$ cat src/rtl/gap_layer_mc.sv
// gap_layer_mc: multi-channel global average pooling over a channel-interleaved sample stream.
// Build option GAP_SATURATE_EN clamps each average to the WORD_SIZE range instead of wrapping it.
module gap_layer_mc #(
  parameter int INPUT_SIZE   = 5,
  parameter int NUM_CHANNELS = 1,
  parameter int WORD_SIZE    = 16,
  parameter int N_SIZE       = 12,
  parameter int RECIP_BITS   = 16
) (
  input  logic                 clk_i,
  input  logic                 reset_i,
  input  logic                 valid_i,
  output logic                 ready_o,
  input  logic [WORD_SIZE-1:0] data_r_i,
  output logic                 valid_o,
  input  logic                 ready_i,
  output logic [WORD_SIZE-1:0] data_r_o,
  output logic [(NUM_CHANNELS > 1 ? $clog2(NUM_CHANNELS) : 1)-1:0] channel_o
);

  localparam int CH_W   = (NUM_CHANNELS > 1) ? $clog2(NUM_CHANNELS) : 1;
  localparam int SAMP_W = (INPUT_SIZE > 1) ? $clog2(INPUT_SIZE) : 1;
  localparam int ACC_W  = WORD_SIZE + $clog2(INPUT_SIZE);
  localparam int PROD_W = ACC_W + RECIP_BITS + 2;

  localparam longint RECIP = ((longint'(1) << RECIP_BITS) + INPUT_SIZE / 2) / INPUT_SIZE;
  localparam logic signed [RECIP_BITS+1:0] RECIP_S = (RECIP_BITS + 2)'(RECIP);
  localparam logic signed [PROD_W-1:0] ROUND_S = PROD_W'(longint'(1) << (RECIP_BITS - 1));

  localparam logic [CH_W-1:0]   CH_LAST   = CH_W'(NUM_CHANNELS - 1);
  localparam logic [SAMP_W-1:0] SAMP_LAST = SAMP_W'(INPUT_SIZE - 1);

  if (INPUT_SIZE < 1 || NUM_CHANNELS < 1 || N_SIZE < 0 || N_SIZE >= WORD_SIZE) begin : g_bad_cfg
    $error("gap_layer_mc: illegal parameter combination");
  end

  typedef enum logic {eACC, eOUT} state_e;

  state_e                  state_q;
  logic signed [ACC_W-1:0] acc_q [NUM_CHANNELS];
  logic signed [ACC_W-1:0] acc_d [NUM_CHANNELS];
  logic [CH_W-1:0]         ch_cnt_q;
  logic [SAMP_W-1:0]       samp_cnt_q;
  logic [CH_W-1:0]         out_ch_q;
  logic [CH_W-1:0]         next_ch;
  logic [WORD_SIZE-1:0]    data_q;
  logic                    valid_q;
  logic                    ready_q;
  logic signed [ACC_W-1:0] sample_ext;
  logic                    accept_in;
  logic                    last_sample;

  // Reciprocal multiply, round half up, floor shift, then narrow to WORD_SIZE.
  function automatic logic [WORD_SIZE-1:0] avg_fn(input logic signed [ACC_W-1:0] a);
    logic signed [PROD_W-1:0] prod;
    logic signed [PROD_W-1:0] shifted;
`ifdef GAP_SATURATE_EN
    logic signed [PROD_W-1:0] sat_max;
    logic signed [PROD_W-1:0] sat_min;
`endif
    prod    = PROD_W'(a) * PROD_W'(RECIP_S) + ROUND_S;
    shifted = prod >>> RECIP_BITS;
`ifdef GAP_SATURATE_EN
    sat_max = PROD_W'((longint'(1) << (WORD_SIZE - 1)) - 1);
    sat_min = ~sat_max;
    if (shifted > sat_max) shifted = sat_max;
    else if (shifted < sat_min) shifted = sat_min;
`endif
    return shifted[WORD_SIZE-1:0];
  endfunction

  assign sample_ext  = ACC_W'($signed(data_r_i));
  assign accept_in   = valid_i & ready_q;
  assign last_sample = (ch_cnt_q == CH_LAST) && (samp_cnt_q == SAMP_LAST);
  assign next_ch     = (out_ch_q == CH_LAST) ? out_ch_q : out_ch_q + 1'b1;

  // NOTE: every always_comb output gets a default first so no path can infer a latch.
  always_comb begin
    for (int i = 0; i < NUM_CHANNELS; i++) acc_d[i] = acc_q[i];
    if (accept_in) acc_d[ch_cnt_q] = acc_q[ch_cnt_q] + sample_ext;
  end

  // NOTE: sequential state uses non-blocking assignments so all registers update together.
  always_ff @(posedge clk_i) begin
    if (reset_i) begin
      state_q    <= eACC;
      ready_q    <= 1'b1;
      valid_q    <= 1'b0;
      data_q     <= '0;
      out_ch_q   <= '0;
      ch_cnt_q   <= '0;
      samp_cnt_q <= '0;
      // NOTE: the accumulator array is reset explicitly; a partial frame must never leak through.
      for (int i = 0; i < NUM_CHANNELS; i++) acc_q[i] <= '0;
    end else begin
      case (state_q)
        eACC: begin
          if (accept_in) begin
            for (int i = 0; i < NUM_CHANNELS; i++) acc_q[i] <= acc_d[i];
            if (ch_cnt_q == CH_LAST) begin
              ch_cnt_q   <= '0;
              samp_cnt_q <= (samp_cnt_q == SAMP_LAST) ? '0 : samp_cnt_q + 1'b1;
            end else begin
              ch_cnt_q <= ch_cnt_q + 1'b1;
            end
            // acc_d[0] already holds the final sample when NUM_CHANNELS is 1.
            if (last_sample) begin
              state_q  <= eOUT;
              ready_q  <= 1'b0;
              valid_q  <= 1'b1;
              data_q   <= avg_fn(acc_d[0]);
              out_ch_q <= '0;
            end
          end
        end
        eOUT: begin
          if (ready_i) begin
            if (out_ch_q == CH_LAST) begin
              state_q    <= eACC;
              ready_q    <= 1'b1;
              valid_q    <= 1'b0;
              out_ch_q   <= '0;
              ch_cnt_q   <= '0;
              samp_cnt_q <= '0;
              for (int i = 0; i < NUM_CHANNELS; i++) acc_q[i] <= '0;
            end else begin
              out_ch_q <= next_ch;
              data_q   <= avg_fn(acc_q[next_ch]);
            end
          end
        end
        default: state_q <= eACC;
      endcase
    end
  end

  assign ready_o   = ready_q;
  assign valid_o   = valid_q;
  assign data_r_o  = data_q;
  assign channel_o = out_ch_q;

endmodule

$ cat config.mk
export PLATFORM = sky130hd
export DESIGN_NAME = gap_layer_mc
export DESIGN_NICKNAME = d
export VERILOG_FILES = /design/src/rtl/gap_layer_mc.sv
export SDC_FILE = /design/constraint.sdc
export NUM_CORES = 1
export LEC_CHECK = 0
export BUFFER_PORTS_ARGS = -buffer_cell sky130_fd_sc_hd__buf_2
export CAP_MARGIN = 5
export CORE_ASPECT_RATIO = 0.7
export CORE_UTILIZATION = 40
export DETAILED_ROUTE_END_ITERATION = 8
export GPL_ROUTABILITY_DRIVEN = 0
export GPL_TIMING_DRIVEN = 0
export PLACE_DENSITY_LB_ADDON = 0.3
export SKIP_LAST_GASP = 1
export SLEW_MARGIN = 20
export SYNTH_ARGS = -nofsm -noshare
export SYNTH_HDL_FRONTEND = slang
export SYNTH_SLANG_ARGS = --single-unit
$ cat constraint.sdc
create_clock -name clk_i -period 8 [get_ports clk_i]
set_input_delay 0.4 -clock clk_i [delete_from_list [all_inputs] [get_ports clk_i]]
set_output_delay 0.4 -clock clk_i [all_outputs]
set_load 0.02 [all_outputs]
==> flow_summary.ini, run 1 <==
[final_layout]
layout_common_cells = inv_1 (195), ha_1 (128), fa_1 (91), nand2_1 (61), a21oi_1 (57)
n_antenna_cell = 0
seq_area_sq_um = 1011
post-route-cell-area_sq_um = 9100
final_layout_size_suffix_gt1_share_pct = 11.44
final_nets = 1233
fillers = 1945
multi_input_area_sq_um = 6400
layout_commonest_cell = inv_1
synthToLayoutAreaGrowth_pct = 12.93

[clocking]
clock_path_buffers = 2
clock_sinks = 41
cts_max_level = 2
cts_buffers = 5
postCtsHoldBufs = 0
cts_root_buf = clkbuf_16
clk_latency_ns = 0.29
clkTransAtPathRegs_ns = 0.06
cts_tree = yes

[setup_path]
slowest_delay_ns = 0.68
crit_path_max_fanout = 6
cp.required_ns = 8.18
timing.critical_path.from = acc_q[0][0]
setup.worst_path.end_class = flip-flop
worst-r2r-setup-slack_ns = 0.28
reg2reg_from = acc_q[0][0]
crit_family = adder cells
critPathBufInv = 5
worst_path_most_repeated_cell = inv_1
critPathLaunchType = flip-flop
timing.rr.end = data_r_o[15]
path_class = reg -> reg
slowest_stage = fa_1
crit_arrival_ns = 7.90
reg2reg_depth = 27

[floorplan]
initial_core_util_pct = 40.81
core_sq_um = 19750
die_y_um = 120.7
dieArea_sq_um = 20720
core.rowCount = 43
die_w_um = 171.6
io_pins = 39

[hold_path]
holdCritStartpoint = ready_i
hold_end = ready_o
hold_depth = 2
hold_class = in -> reg

[logic_synthesis]
yosys_warnings = 0
syn_avg_cell_area_sq_um = 8.692
netlist.area_leader.share_pct = 22.86
synth_area_leader_cell = fa_1
ys_seq_area_share_pct = 12.55
synth_cell_types = 64
async_flop_share_pct = 0
synth_area_leaders = fa_1 (23%), ha_1 (21%), inv_1 (9.2%)
syn_nets = 1173
netlist_instances = 927
ys_ff_latch = 41
synth_area_sq_um = 8058
synth_edf_count = 19
synth_ff_type = dfxtp_1

[timing]
rsz0062_at_grt = yes
min_period_ns = 7.715
relSlewSlack_pct = 31.00
setup_ws_ns = 0.2849
final_max_slew_viol_count = 0
hold_viol_final = 0
fmax_ghz = 0.1296
finClkSkew_ns = 0.005271
setup_violations = 0
post-route-period-util_pct = 96.44
tightestPinTransition_ns = 1.027
setup_tns_ns = 0

[detailed_routing]
routed_wl_um = 19400
firstDrtPassIters = 5
vias = 6403
drt_iter0_markers = 390
remaining_drc_errors = 0
viasPerCell = 5.090
ant_nets = 0
wl_per_cell_um = 15.42

[global_routing]
overflow = 0
grt_pass1_vias = 6130
grt_pass1_wl_um = 31990
grt_antenna_before_repair = 0
grt_util_all_layers_pct = 19.95
grt_max_degree = 25

[placed_design]
placed_cell_area_sq_um = 8576
port_buffers = 36
dp_slack_ns = -1.094
hpwl_um = 16650

[outcome]
status = finished clean

[flow_run]
cap_violations = 0
-- kinds of logic (layout without fill, tap and decap cells) --
family / Yosys count / after routing / share of synthesized area (%)
compound gates: 187 / 187 / 15.03
buf+inv: 226 / 287 / 10.73
mux: 9 / 9 / 1.180
simple gates: 184 / 184 / 10.78
fa+ha+maj: 226 / 226 / 43.66
other cells: 1 / 1 / 0.04654
xor+xnor: 53 / 53 / 6.025
flops: 41 / 41 / 12.55
-- sequential cells by signal (all words and copies together) (netlist names) --
name	count
valid_o	1
data_r_o	16
acc_q	19
state_q	1
samp_cnt_q	3
ready_o	1
-- layer usage --
layer  routed length, um  global-route usage, %
met5                   0                      0
met4                 132                  2.790
met3                1335                  4.059
met2                7529                  26.67
met1               10410                  32.51
-- cell type report --
class | instances | share of cell area (%)
plain buffers | 25 | 1.182
clock buffers | 5 | 1.375
clock inverters | 3 | 0.5087
inverters | 199 | 8.236
multi-input cells | 660 | 70.33
flip-flops and latches | 41 | 11.11
well taps | 270 | 3.712
repair buffers | 55 | 3.547
-- cell usage after synthesis (5+ instances only) --
cell / number
a211o_1: 6
a211oi_1: 9
a21o_1: 22
a21oi_1: 67
and3_1: 5
clkbuf_1: 21
dfxtp_1: 22
edfxtp_1: 19
fa_1: 92
ha_1: 134
inv_1: 197
mux2i_1: 8
nand2_1: 62
nand2b_1: 5
nand3_1: 8
nor2_1: 50
nor2b_1: 13
nor3_1: 14
nor4_1: 5
o211ai_1: 6
o21a_1: 7
o21ai_0: 27
o21ai_1: 7
o21bai_1: 5
or3_1: 5
xnor2_1: 36
xor2_1: 15
-- metrics by stage --
step	utilization [%]	hold slack [ns]	std cells
after floorplan	-	0.4810	927
after global placement	43.43	0.4373	1233
after detailed placement	43.43	0.4423	1233
after CTS	44.59	0.4100	1242
after global routing	46.09	0.4205	1258
final	46.09	0.4121	1258
-- what timing repair did --
action	4_1_cts	5_1_grt
gates cloned	0	0
endpoints found under the setup margin	12	12
gates resized for setup	14	40
pin swaps	4	15
buffers inserted	2	17
-- worst max path at each step --
| stage | endpoint | slack, ns | cells after the start |
|---|---|---|---|
| after floorplan | data_r_o[15] | 0.30 | 35 |
| after global placement | data_r_o[15] | -1.11 | 36 |
| after detailed placement | data_r_o[15] | -1.09 | 36 |
| after CTS | data_r_o[15] | 0.02 | 35 |
| after global routing | data_r_o[15] | -0.1 | 30 |
| final | data_r_o[15] | 0.28 | 27 |
Power of run 1 is not shown: default switching activity piles up to over one toggle a cycle in this logic, so the estimate is an artifact.
==> inputs of run 2 (changes only) <==
CORE_ASPECT_RATIO = not set   (was 0.7)
==> run 2 against run 1 <==
Hold slack improved by 0.011 ns. Maximum frequency rose by 0.86%. Cell count fell by 0.24%. Cell area barely moved. Wire length fell by 4.6%. Sequential share of layout area barely moved. Flip-flop and latch count did not move. First-iteration DRC count fell by 43%. Clock skew rose by 0.0072 ns. Utilization rose by 0.33 points. Die area barely moved.
==> flow_summary.ini, run 2 (synthesis results as in run 1) <==
[final_layout]
regMostFlops = acc_q
synthToLayoutAreaGrowth_pct = 12.84
instances_no_fill = 1255
layout_common_cells = inv_1 (192), ha_1 (128), fa_1 (91), nand2_1 (62), a21oi_1 (56)
final_nets = 1235
n_antenna_cell = 0
utilization_pct = 46.41
layout_commonest_cell = inv_1
largest_reg_flops = 19
final_layout_size_suffix_gt1_share_pct = 11.72

[global_routing]
overflow = 0
grt_max_degree = 25
grt_pass1_vias = 6063
grt_pass1_wl_um = 30460
grt_antenna_before_repair = 0
grt_util_all_layers_pct = 19.00

[detailed_routing]
remaining_drc_errors = 0
ant_nets = 0
drt_iter0_markers = 221
viasPerCell = 4.945
routed_wl_um = 18520
firstDrtPassIters = 4
wl_per_cell_um = 14.75
vias = 6206

[placed_design]
hpwl_um = 15940
dp_slack_ns = -1.161
port_buffers = 36
place_inst = 1228

[floorplan]
core.rowCount = 51
core_sq_um = 19590
io_pins = 39
die_w_um = 143.9
initial_core_util_pct = 41.13
die_y_um = 143.9
dieArea_sq_um = 20720

[clocking]
clock_path_buffers = 2
cts_buffers = 5
clk_latency_ns = 0.29
cts_max_level = 2
cts_tree = yes
clock_sinks = 41
cts_root_buf = clkbuf_16
postCtsHoldBufs = 0
clkTransAtPathRegs_ns = 0.07

[timing]
setup_tns_ns = 0
min_period_ns = 7.650
setup_ws_ns = 0.3504
tightestPinTransition_ns = 0.8766
setup_violations = 0
rsz0062_at_grt = yes
post-route-period-util_pct = 95.62
fmax_ghz = 0.1307
relSlewSlack_pct = 41.11
final_max_slew_viol_count = 0
hold_viol_final = 0
finClkSkew_ns = 0.01250

[setup_path]
setup.worst_path.end_class = flip-flop
worst_path_most_repeated_cell = fa_1
slowest_stage = fa_1
reg2reg_from = acc_q[0][0]
timing.critical_path.from = acc_q[0][0]
critPathLaunchType = flip-flop
path_class = reg -> reg
cp.required_ns = 8.19
crit_path_max_fanout = 3
crit_arrival_ns = 7.84
slowest_delay_ns = 0.53

[flow_run]
cap_violations = 0

[outcome]
status = finished clean

[hold_path]
hold_class = in -> reg
holdCritStartpoint = ready_i
[run 2: changes by cell type in the layout (fill, tap and decap cells not counted), moves of 2 or more]
cell and change:
o21ai_1 +2, buf_4 +2, o21ai_2 -2, inv_2 +3, inv_1 -3
[run 2: final cells by class]
cell class	instances	area, sq um
Buffer	25	107.6
Clock buffer	7	142.6
Clock inverter	1	6.256
Fill cell	1907	10500
Inverter	199	749.5
Multi-Input combinational cell	660	6406
Sequential cell	41	1011
Tap cell	265	331.6
Timing Repair Buffer	57	337.8
[run 2: critical path: cells and delay by family (launching register included)]
| kind | cells | cell delay [ns] |
|---|---|---|
| and+or+nand+nor | 2 | 0.33 |
| AOI/OAI and AO/OA | 13 | 2.36 |
| buffers and inverters | 6 | 0.53 |
| DFF | 1 | 0.43 |
| xor gates and xnor gates | 2 | 0.36 |
| adders and majority gates | 9 | 3.52 |
[run 2: stage by stage]
step | cell area (sq um) | hold WS, ns
floorplan | 8058 | 0.4810
global placement | 8569 | 0.4385
CTS | 8792 | 0.4149
finish | 9092 | 0.4232
detailed placement | 8569 | 0.4414
global route | 9092 | 0.4441
[run 2: path summary, 6_finish.rpt]
| path | to | slack, ns | depth (start not counted) |
|---|---|---|---|
| max | data_r_o[15] | 0.35 | 32 |
| max reg2reg | data_r_o[15] | 0.35 | 32 |
| min reg2reg | data_r_o[11] | 0.45 | 2 |
| min | ready_o | 0.42 | 2 |
[run 2: what timing repair did]
item,in CTS,in global routing
resized for setup,13,43
buffers inserted,4,17
pin swaps,4,15
endpoints found under the setup margin,14,13
[run 2: routing by layer]
layer	GRT usage, %	vias up	routed length, um
met5	0	-	0
met4	4.647	0	284
met3	1.699	21	586
met2	31.76	89	8743
met1	26.29	2922	8902
li1	-	3174	-
Power of run 2 is left out for the same reason.
